$ cat config.mk
export PLATFORM = sky130hd
export DESIGN_NAME = svga_timing
export DESIGN_NICKNAME = d
export VERILOG_FILES = /design/src/rtl/svga_timing.sv
export SDC_FILE = /design/constraint.sdc
export NUM_CORES = 1
export LEC_CHECK = 0
export BUFFER_PORTS_ARGS = -buffer_cell sky130_fd_sc_hd__buf_2
export CAP_MARGIN = 20
export CORE_ASPECT_RATIO = 0.8
export CORE_UTILIZATION = 55
export CTS_BUF_LIST = sky130_fd_sc_hd__clkbuf_4 sky130_fd_sc_hd__clkbuf_8 sky130_fd_sc_hd__clkbuf_16
export DETAILED_ROUTE_END_ITERATION = 6
export GPL_ROUTABILITY_DRIVEN = 0
export PLACE_DENSITY = 0.74
export SLEW_MARGIN = 20
export SYNTH_ARGS = -nofsm -noshare
export SYNTH_HDL_FRONTEND = slang
export SYNTH_SLANG_ARGS = --single-unit
$ cat constraint.sdc
create_clock -name clk_i -period 5 [get_ports clk_i]
set_input_delay 0.25 -clock clk_i [delete_from_list [all_inputs] [get_ports clk_i]]
set_output_delay 0.25 -clock clk_i [all_outputs]
set_load 0.05 [all_outputs]
$ cat src/rtl/svga_timing.sv
// Free-running SVGA timing generator: pixel/line counters, visible-area flag,
// sync strobes and end-of-line / end-of-frame pulses, all driven from flops.
module svga_timing #(
    parameter int H_ACTIVE  = 800,
    parameter int H_FRONT   = 40,
    parameter int H_SYNC    = 128,
    parameter int H_BACK    = 88,
    parameter int V_ACTIVE  = 600,
    parameter int V_FRONT   = 1,
    parameter int V_SYNC    = 4,
    parameter int V_BACK    = 23,
    parameter bit HSYNC_POL = 1'b1,
    parameter bit VSYNC_POL = 1'b1,
    localparam int H_TOTAL  = H_ACTIVE + H_FRONT + H_SYNC + H_BACK,
    localparam int V_TOTAL  = V_ACTIVE + V_FRONT + V_SYNC + V_BACK,
    localparam int HW       = $clog2(H_TOTAL),
    localparam int VW       = $clog2(V_TOTAL)
) (
    input  logic          clk_i,
    input  logic          rst_ni,
    input  logic          enable_i,
    output logic [HW-1:0] hcount_o,
    output logic [VW-1:0] vcount_o,
    output logic          active_o,
    output logic          hsync_o,
    output logic          vsync_o,
    output logic          next_vertical_o,
    output logic          next_frame_o
);

    localparam logic [HW-1:0] H_LAST   = HW'(H_TOTAL - 1);
    localparam logic [HW-1:0] H_VIS    = HW'(H_ACTIVE);
    localparam logic [HW-1:0] HS_START = HW'(H_ACTIVE + H_FRONT);
    localparam logic [HW-1:0] HS_END   = HW'(H_ACTIVE + H_FRONT + H_SYNC);
    localparam logic [VW-1:0] V_LAST   = VW'(V_TOTAL - 1);
    localparam logic [VW-1:0] V_VIS    = VW'(V_ACTIVE);
    localparam logic [VW-1:0] VS_START = VW'(V_ACTIVE + V_FRONT);
    localparam logic [VW-1:0] VS_END   = VW'(V_ACTIVE + V_FRONT + V_SYNC);

    logic          running;
    logic [HW-1:0] h_nxt;
    logic [VW-1:0] v_nxt;
    logic          h_in_sync;
    logic          v_in_sync;

    // The first enabled edge only sets running; counting starts on the next one,
    // so the start edge lands on (0,0).
    always_comb begin
        h_nxt = hcount_o;
        v_nxt = vcount_o;
        if (!enable_i) begin
            h_nxt = '0;
            v_nxt = '0;
        end else if (running) begin
            if (hcount_o == H_LAST) begin
                h_nxt = '0;
                v_nxt = (vcount_o == V_LAST) ? '0 : vcount_o + VW'(1);
            end else begin
                h_nxt = hcount_o + HW'(1);
            end
        end
    end

    // Output flops are decoded from the next-state coordinates so they line up
    // with the registered counter values they describe.
    assign h_in_sync = (h_nxt >= HS_START) && (h_nxt < HS_END);
    assign v_in_sync = (v_nxt >= VS_START) && (v_nxt < VS_END);

    always_ff @(posedge clk_i or negedge rst_ni) begin
        if (!rst_ni) begin
            running         <= 1'b0;
            hcount_o        <= '0;
            vcount_o        <= '0;
            active_o        <= 1'b0;
            hsync_o         <= ~HSYNC_POL;
            vsync_o         <= ~VSYNC_POL;
            next_vertical_o <= 1'b0;
            next_frame_o    <= 1'b0;
        end else begin
            running         <= enable_i;
            hcount_o        <= h_nxt;
            vcount_o        <= v_nxt;
            active_o        <= enable_i && (h_nxt < H_VIS) && (v_nxt < V_VIS);
            hsync_o         <= (enable_i && h_in_sync) ? HSYNC_POL : ~HSYNC_POL;
            vsync_o         <= (enable_i && v_in_sync) ? VSYNC_POL : ~VSYNC_POL;
            next_vertical_o <= enable_i && (h_nxt == H_LAST);
            next_frame_o    <= enable_i && (h_nxt == H_LAST) && (v_nxt == V_LAST);
        end
    end

endmodule

==> run_results.csv, run 1 <==
group,metric,value,unit
run_status,outcome,"complete, no violations",
clocking,cts.htree.levels,1,
pwr,leakage,0.8844,nW
routing,post_drt_wl_per_cell,15.78,um
floorplan,num_rows,17,
cells_and_area,layout_commonest_cell,"buf_2",
floorplan,start_util,60.18,%
critical_path,setup.worst_path.end_class,"flop",
routing,drc,0,
critical_path,crit_fanout,13,
floorplan,pin_count,29,
timing,slew_violations,0,
timing,rsz0062_at_grt,"false",
grt,overflow,0,
placed_design,dpl_worst_slack,2.278,ns
floorplan,die_w,64.44,um
timing,fmax,353.5,MHz
cells_and_area,final_nets,207,
timing,setup_violations,0,
clocking,cts_made_buffers,3,
cells_and_area,diodes,0,
clocking,cts_sinks,27,
logic_synthesis,netlist_area,0.001715,mm^2
clocking,cts_tree,"built",
cells_and_area,layout_common_cells,"buf_2 (28), dfrtp_1 (27), nor2_1 (18)",
critical_path,worstPathArrival,2.99,ns
cells_and_area,layout-drive-gt1-share,22.39,%
timing,finalCritPeriodShare,56.58,%
clocking,cts.path.max_buffers,2,
logic_synthesis,yosysSeqAreaShare,39.39,%
critical_path,critPathMaxStageDelay,0.55,ns
critical_path,path_class,"reg2reg",
routing,drtAntennaViolNets,0,
critical_path,crit_slowest_cell,"or3_1",
routing,drtIter0Drc,67,
pwr,powerDensity,194.9,mW/mm^2
clocking,postCtsSetupBuffers,0,
clocking,clk_pin_slew,0.08,ns
grt,grt_pass1_vias,1315,
placed_design,hpwl,2787,um
hold_path,hold_path.class,"in2reg",
timing,finalWorstSetupSlack,2.171,ns
clocking,root_buffer,"clkbuf_8",
grt,grt_pass1_wl,6230,um
cells_and_area,layout-area-overhead-vs-synth,10.58,%
logic_synthesis,synth_edf_count,0,
floorplan,die_h,51.95,um
pwr,ir_drop,0.1973,mV
run,maxCapViolCount,0,
timing,whs,0.2576,ns
timing,setup_tns,0,ns
routing,firstDrtPassIters,4,
critical_path,crit_chain,"ha_1 > and4_1 > nand3_1 > or3_1 > mux2i_1 > nand3b_1 > nor4b_1",
logic_synthesis,synthCells,182,
floorplan,die_area,0.003348,mm^2
timing,slew-limit-headroom,60.89,%
logic_synthesis,ys_ff_latch,27,
timing,worst_slew_pin_slew,0.5867,ns
grt,grt_max_degree,28,
critical_path,cp_data_required_time,5.16,ns
logic_synthesis,synthArstFlopShare,100.0,%
routing,drt-total-wl,3772,um
timing,fin_crit,2.829,ns
logic_synthesis,synth-main-ff-cell,"dfrtp_1",
grt,grt_util_all_layers,24.82,%
clocking,clock_latency,0.27,ns
logic_synthesis,syn_avg_cell_area,9.425,um^2
routing,vias_per_cell,6.134,
placed_design,io_buffers,28,
floorplan,core,0.002850,mm^2
critical_path,cp-start-kind,"flop",
grt,antenna_found_initial,0,
timing,final.setup_skew,0.006152,ns
logic_synthesis,yosysUniqueCellTypes,55,
logic_synthesis,syn-num-nets,187,
timing,finalHoldViolCount,0,
routing,via_count,1466,
logic_synthesis,ys_warn_count,0,
[power breakdown]
| part | leakage [nW] | switching, mW | internal [mW] |
|---|---|---|---|
| logic | 0.487 | 0.0181 | 0.00642 |
| registers | 0.371 | 0.00286 | 0.221 |
| clock network | 0.0262 | 0.0595 | 0.0624 |
| total | 0.884 | 0.0804 | 0.289 |
[synthesized netlist by cell type (all sizes together), types with 3 or more instances]
cell    instances  area share, %
nand2          10            2.2
and3            4            1.6
xor2            7            3.6
xnor2           8            4.1
nand3           9            2.6
nor3            3            1.5
nand4           8            2.9
nor2b           4            1.5
nor4b           5            3.4
nor4            3            1.1
inv             4           0.88
clkbuf          9            2.0
nor2           18            3.9
o21ai           7            2.0
dfrtp          27             39
a21oi           5            1.5
and4            3            1.6
and2            5            1.8
buf             5            1.8
[cells by family (layout without fill, tap and decap cells)]
| kind of cell | Yosys count | in the layout | synth area share, % |
|---|---|---|---|
| AOI/OAI and AO/OA | 31 | 31 | 12.91 |
| adders and majority gates | 2 | 2 | 1.459 |
| and+or+nand+nor | 85 | 85 | 31.22 |
| xor gates and xnor gates | 15 | 15 | 7.659 |
| DFF | 27 | 27 | 39.39 |
| muxes | 4 | 4 | 2.699 |
| buffers and inverters | 18 | 37 | 4.668 |
[sequential cells by signal, indices dropped and copies added, names as in the netlist]
name             cells
hsync_o              1
next_frame_o         1
active_o             1
vsync_o              1
vcount_o            10
next_vertical_o      1
running              1
hcount_o            11
[worst max-delay path, delay by kind of cell, from the launching register on]
| kind | cells | cell delay [ns] |
|---|---|---|
| flip-flops | 1 | 0.44 |
| multiplexers | 1 | 0.25 |
| AND/OR/NAND/NOR | 5 | 1.84 |
| adder cells (fa/ha/maj) | 1 | 0.19 |
[final timing paths]
kind,cells after the start,startpoint,end,slack (ns)
worst max-delay path,7,hcount_o[0],vsync_o,2.17
worst min-delay path,1,enable_i,running,0.26
worst max register to register,7,hcount_o[0],vsync_o,2.17
worst min register to register,2,hcount_o[1],hcount_o[1],0.63
max in group asynchronous,2,rst_ni,vcount_o[4],4.10
min in group asynchronous,2,rst_ni,vcount_o[8],0.51
[timing repair]
item / CTS / global route
hold buffers: 1 / 0
endpoints found under the hold margin: 27 / 0
resized for setup: 0 / 0
[per-layer routing]
layer,global-route usage (%),share of wire [%],up-vias
met1,35.94,47,693
met4,5.185,0.56,0
met5,0,0,-
li1,-,-,707
met3,5.482,8.4,4
met2,38.07,44,62
[through the flow]
stage	instances	power [mW]	utilization [%]	area [um^2]
after floorplan	182	0.2428	-	1715
after global placement	234	0.2510	64.49	1838
after detailed placement	234	0.2517	64.49	1838
after CTS	239	0.3745	66.55	1897
after global routing	239	0.3831	66.55	1897
final	239	0.3697	66.55	1897
[cell type report]
| type | instances | area [um^2] |
|---|---|---|
| Tap cell | 38 | 47.55 |
| Sequential cell | 27 | 675.6 |
| Timing Repair Buffer | 29 | 150.1 |
| Inverter | 4 | 15.01 |
| Clock buffer | 4 | 48.80 |
| Multi-Input combinational cell | 137 | 959.7 |
| Fill cell | 234 | 953.4 |
Power figures use the tool's default switching activity.
==> run 2, diff against run 1 <==
==> constraint.sdc (replaced) <==
create_clock -name clk_i -period 2.8 [get_ports clk_i]
set_input_delay 0.14 -clock clk_i [delete_from_list [all_inputs] [get_ports clk_i]]
set_output_delay 0.14 -clock clk_i [all_outputs]
set_load 0.05 [all_outputs]
==> run 2 against run 1 <==
Effect of this change:
- hold slack worse by 0.098 ns
- global-route usage is 0.63 points higher
- highest routed layer unchanged
- sequential power is 79% higher
- cell count is 2.5% higher
- wire length is 4.7% higher
- critical path depth stayed put
- first-iteration DRC count is 36% higher
- register-to-register slack worse by 1.9 ns
==> run_results.csv, run 2 (synthesis gave the netlist of run 1 again) <==
group,metric,value,unit
run_status,outcome,"complete, no violations",
floorplan,start_util,60.18,%
cells_and_area,layout-drive-gt1-share,25.12,%
pwr,ir_drop,0.3659,mV
critical_path,r2r-start,"hcount_o[0]",
timing,final.setup_skew,0.003525,ns
timing,fmax,400.3,MHz
floorplan,die_w,64.44,um
critical_path,rr_worst_depth,7,
routing,post_drt_wl_per_cell,16.12,um
clocking,cts_sinks,27,
critical_path,crit_path_end,"active_o",
timing,finalWorstSetupSlack,0.3019,ns
cells_and_area,stdcell_count,245,
critical_path,cp.depth,7,
critical_path,cp_data_required_time,2.95,ns
placed_design,io_buffers,28,
critical_path,rrSetupSlack,0.30,ns
critical_path,worstPathArrival,2.65,ns
clocking,clock_latency,0.27,ns
critical_path,crit_family,"simple AND/OR/NAND/NOR gates",
timing,setup_violations,0,
pwr,powerDensity,336.5,mW/mm^2
placed_design,dpl_worst_slack,0.2452,ns
cells_and_area,layout_commonest_cell,"buf_2",
critical_path,path_class,"reg2reg",
routing,vias_per_cell,6.212,
critical_path,crit_start,"hcount_o[0]",
timing,rsz0062_at_grt,"false",
grt,grt_pass1_wl,6410,um
cells_and_area,layout_common_cells,"buf_2 (28), dfrtp_1 (27), nor2_1 (18)",
critical_path,crit_slowest_cell,"dfrtp_1",
timing,fin_crit,2.498,ns
critical_path,crit_chain,"ha_1 > and4_2 > nand4_1 > mux2_4 > or3_1 > o211a_1 > o31a_1",
grt,grt_max_degree,28,
grt,grt_pass1_vias,1357,
cells_and_area,diodes,0,
timing,whs,0.1597,ns
clocking,cts.path.max_buffers,2,
cells_and_area,top_regs,"hcount_o (11), vcount_o (10)",
routing,drtIter0Drc,91,
pwr,leakage,0.9133,nW
routing,firstDrtPassIters,5,
grt,overflow,0,
critical_path,cp-start-kind,"flop",
timing,worst_slew_pin_slew,0.5833,ns
timing,finalCritPeriodShare,89.22,%
critical_path,r2r_end,"active_o",
clocking,cts_tree,"built",
critical_path,critPathMaxStageDelay,0.43,ns
timing,finalHoldViolCount,0,
floorplan,pin_count,29,
routing,via_count,1522,
grt,grt_util_all_layers,25.45,%
routing,drtAntennaViolNets,0,
grt,antenna_found_initial,0,
clocking,clk_pin_slew,0.08,ns
cells_and_area,largest_register_ffs,11,
timing,slew-limit-headroom,61.12,%
critical_path,setup.worst_path.end_class,"flop",
clocking,cts_made_buffers,3,
routing,drt-total-wl,3950,um
cells_and_area,post-route-util,68.09,%
cells_and_area,final_nets,213,
clocking,cts.htree.levels,1,
floorplan,core,0.002850,mm^2
critical_path,crit_fanout,13,
cells_and_area,regMostFlops,"hcount_o",
routing,drc,0,
hold_path,hold_path.class,"in2reg",
floorplan,die_h,51.95,um
cells_and_area,layout-area-overhead-vs-synth,13.13,%
floorplan,die_area,0.003348,mm^2
clocking,root_buffer,"clkbuf_8",
floorplan,num_rows,17,
placed_design,hpwl,2921,um
placed_design,post-place-cells,240,
clocking,postCtsSetupBuffers,0,
critical_path,path_buf_inv,0,
timing,setup_tns,0,ns
timing,slew_violations,0,
run,maxCapViolCount,0,
[run 2: through the flow]
step,area (um^2),power (mW)
5_1_grt,1941,0.6825
6_report,1941,0.6531
2_1_floorplan,1715,0.4335
3_5_place_dp,1883,0.4509
4_1_cts,1939,0.6600
3_3_place_gp,1883,0.4493
[run 2: worst min-delay path by stage]
stage | startpoint | to | slack, ns | depth (start not counted)
detailed placement | rst_ni | hcount_o[7] | 0.17 | 1
CTS | enable_i | running | 0.14 | 1
global route | enable_i | running | 0.17 | 1
finish | enable_i | running | 0.16 | 1
global placement | rst_ni | hcount_o[7] | 0.17 | 1
floorplan | rst_ni | active_o | -0.16 | 0
[run 2: area by class of cell]
cell class	instances	area [um^2]
Tap cell	38	47.55
Fill cell	225	909.6
Sequential cell	27	675.6
Clock buffer	3	41.29
Clock inverter	1	5.005
Multi-Input combinational cell	137	960.9
Timing Repair Buffer	35	195.2
Inverter	4	15.01
[run 2: timing repair]
item / in CTS / in global routing
endpoints found under the hold margin: 27 / 0
hold buffers: 1 / 0
endpoints found under the setup margin: 0 / 2
gates resized for setup: 0 / 1
[run 2: layer usage]
layer / wire length (um) / GRT usage, % / share of wire [%] / vias up
met3: 293 / 5.044 / 7.4 / 6
met4: 31 / 8.148 / 0.78 / 0
met5: 0 / 0 / 0 / -
li1: - / - / - / 716
met1: 1861 / 36.50 / 47 / 735
met2: 1763 / 38.60 / 45 / 65
[run 2: worst reg2reg max path, cell delays in order (launching register included)]
cell	delay (ns)
dfrtp_1	0.43
ha_1	0.19
and4_2	0.39
nand4_1	0.15
mux2_4	0.33
or3_1	0.39
o211a_1	0.23
o31a_1	0.28
[run 2: report_power, final]
group / switching, mW / leakage, nW / total [mW] / internal, mW
Sequential: 0.00488 / 0.371 / 0.399 / 0.394
Clock: 0.110 / 0.0255 / 0.209 / 0.0994
Combinational: 0.0330 / 0.517 / 0.0454 / 0.0125
Total: 0.147 / 0.913 / 0.653 / 0.506
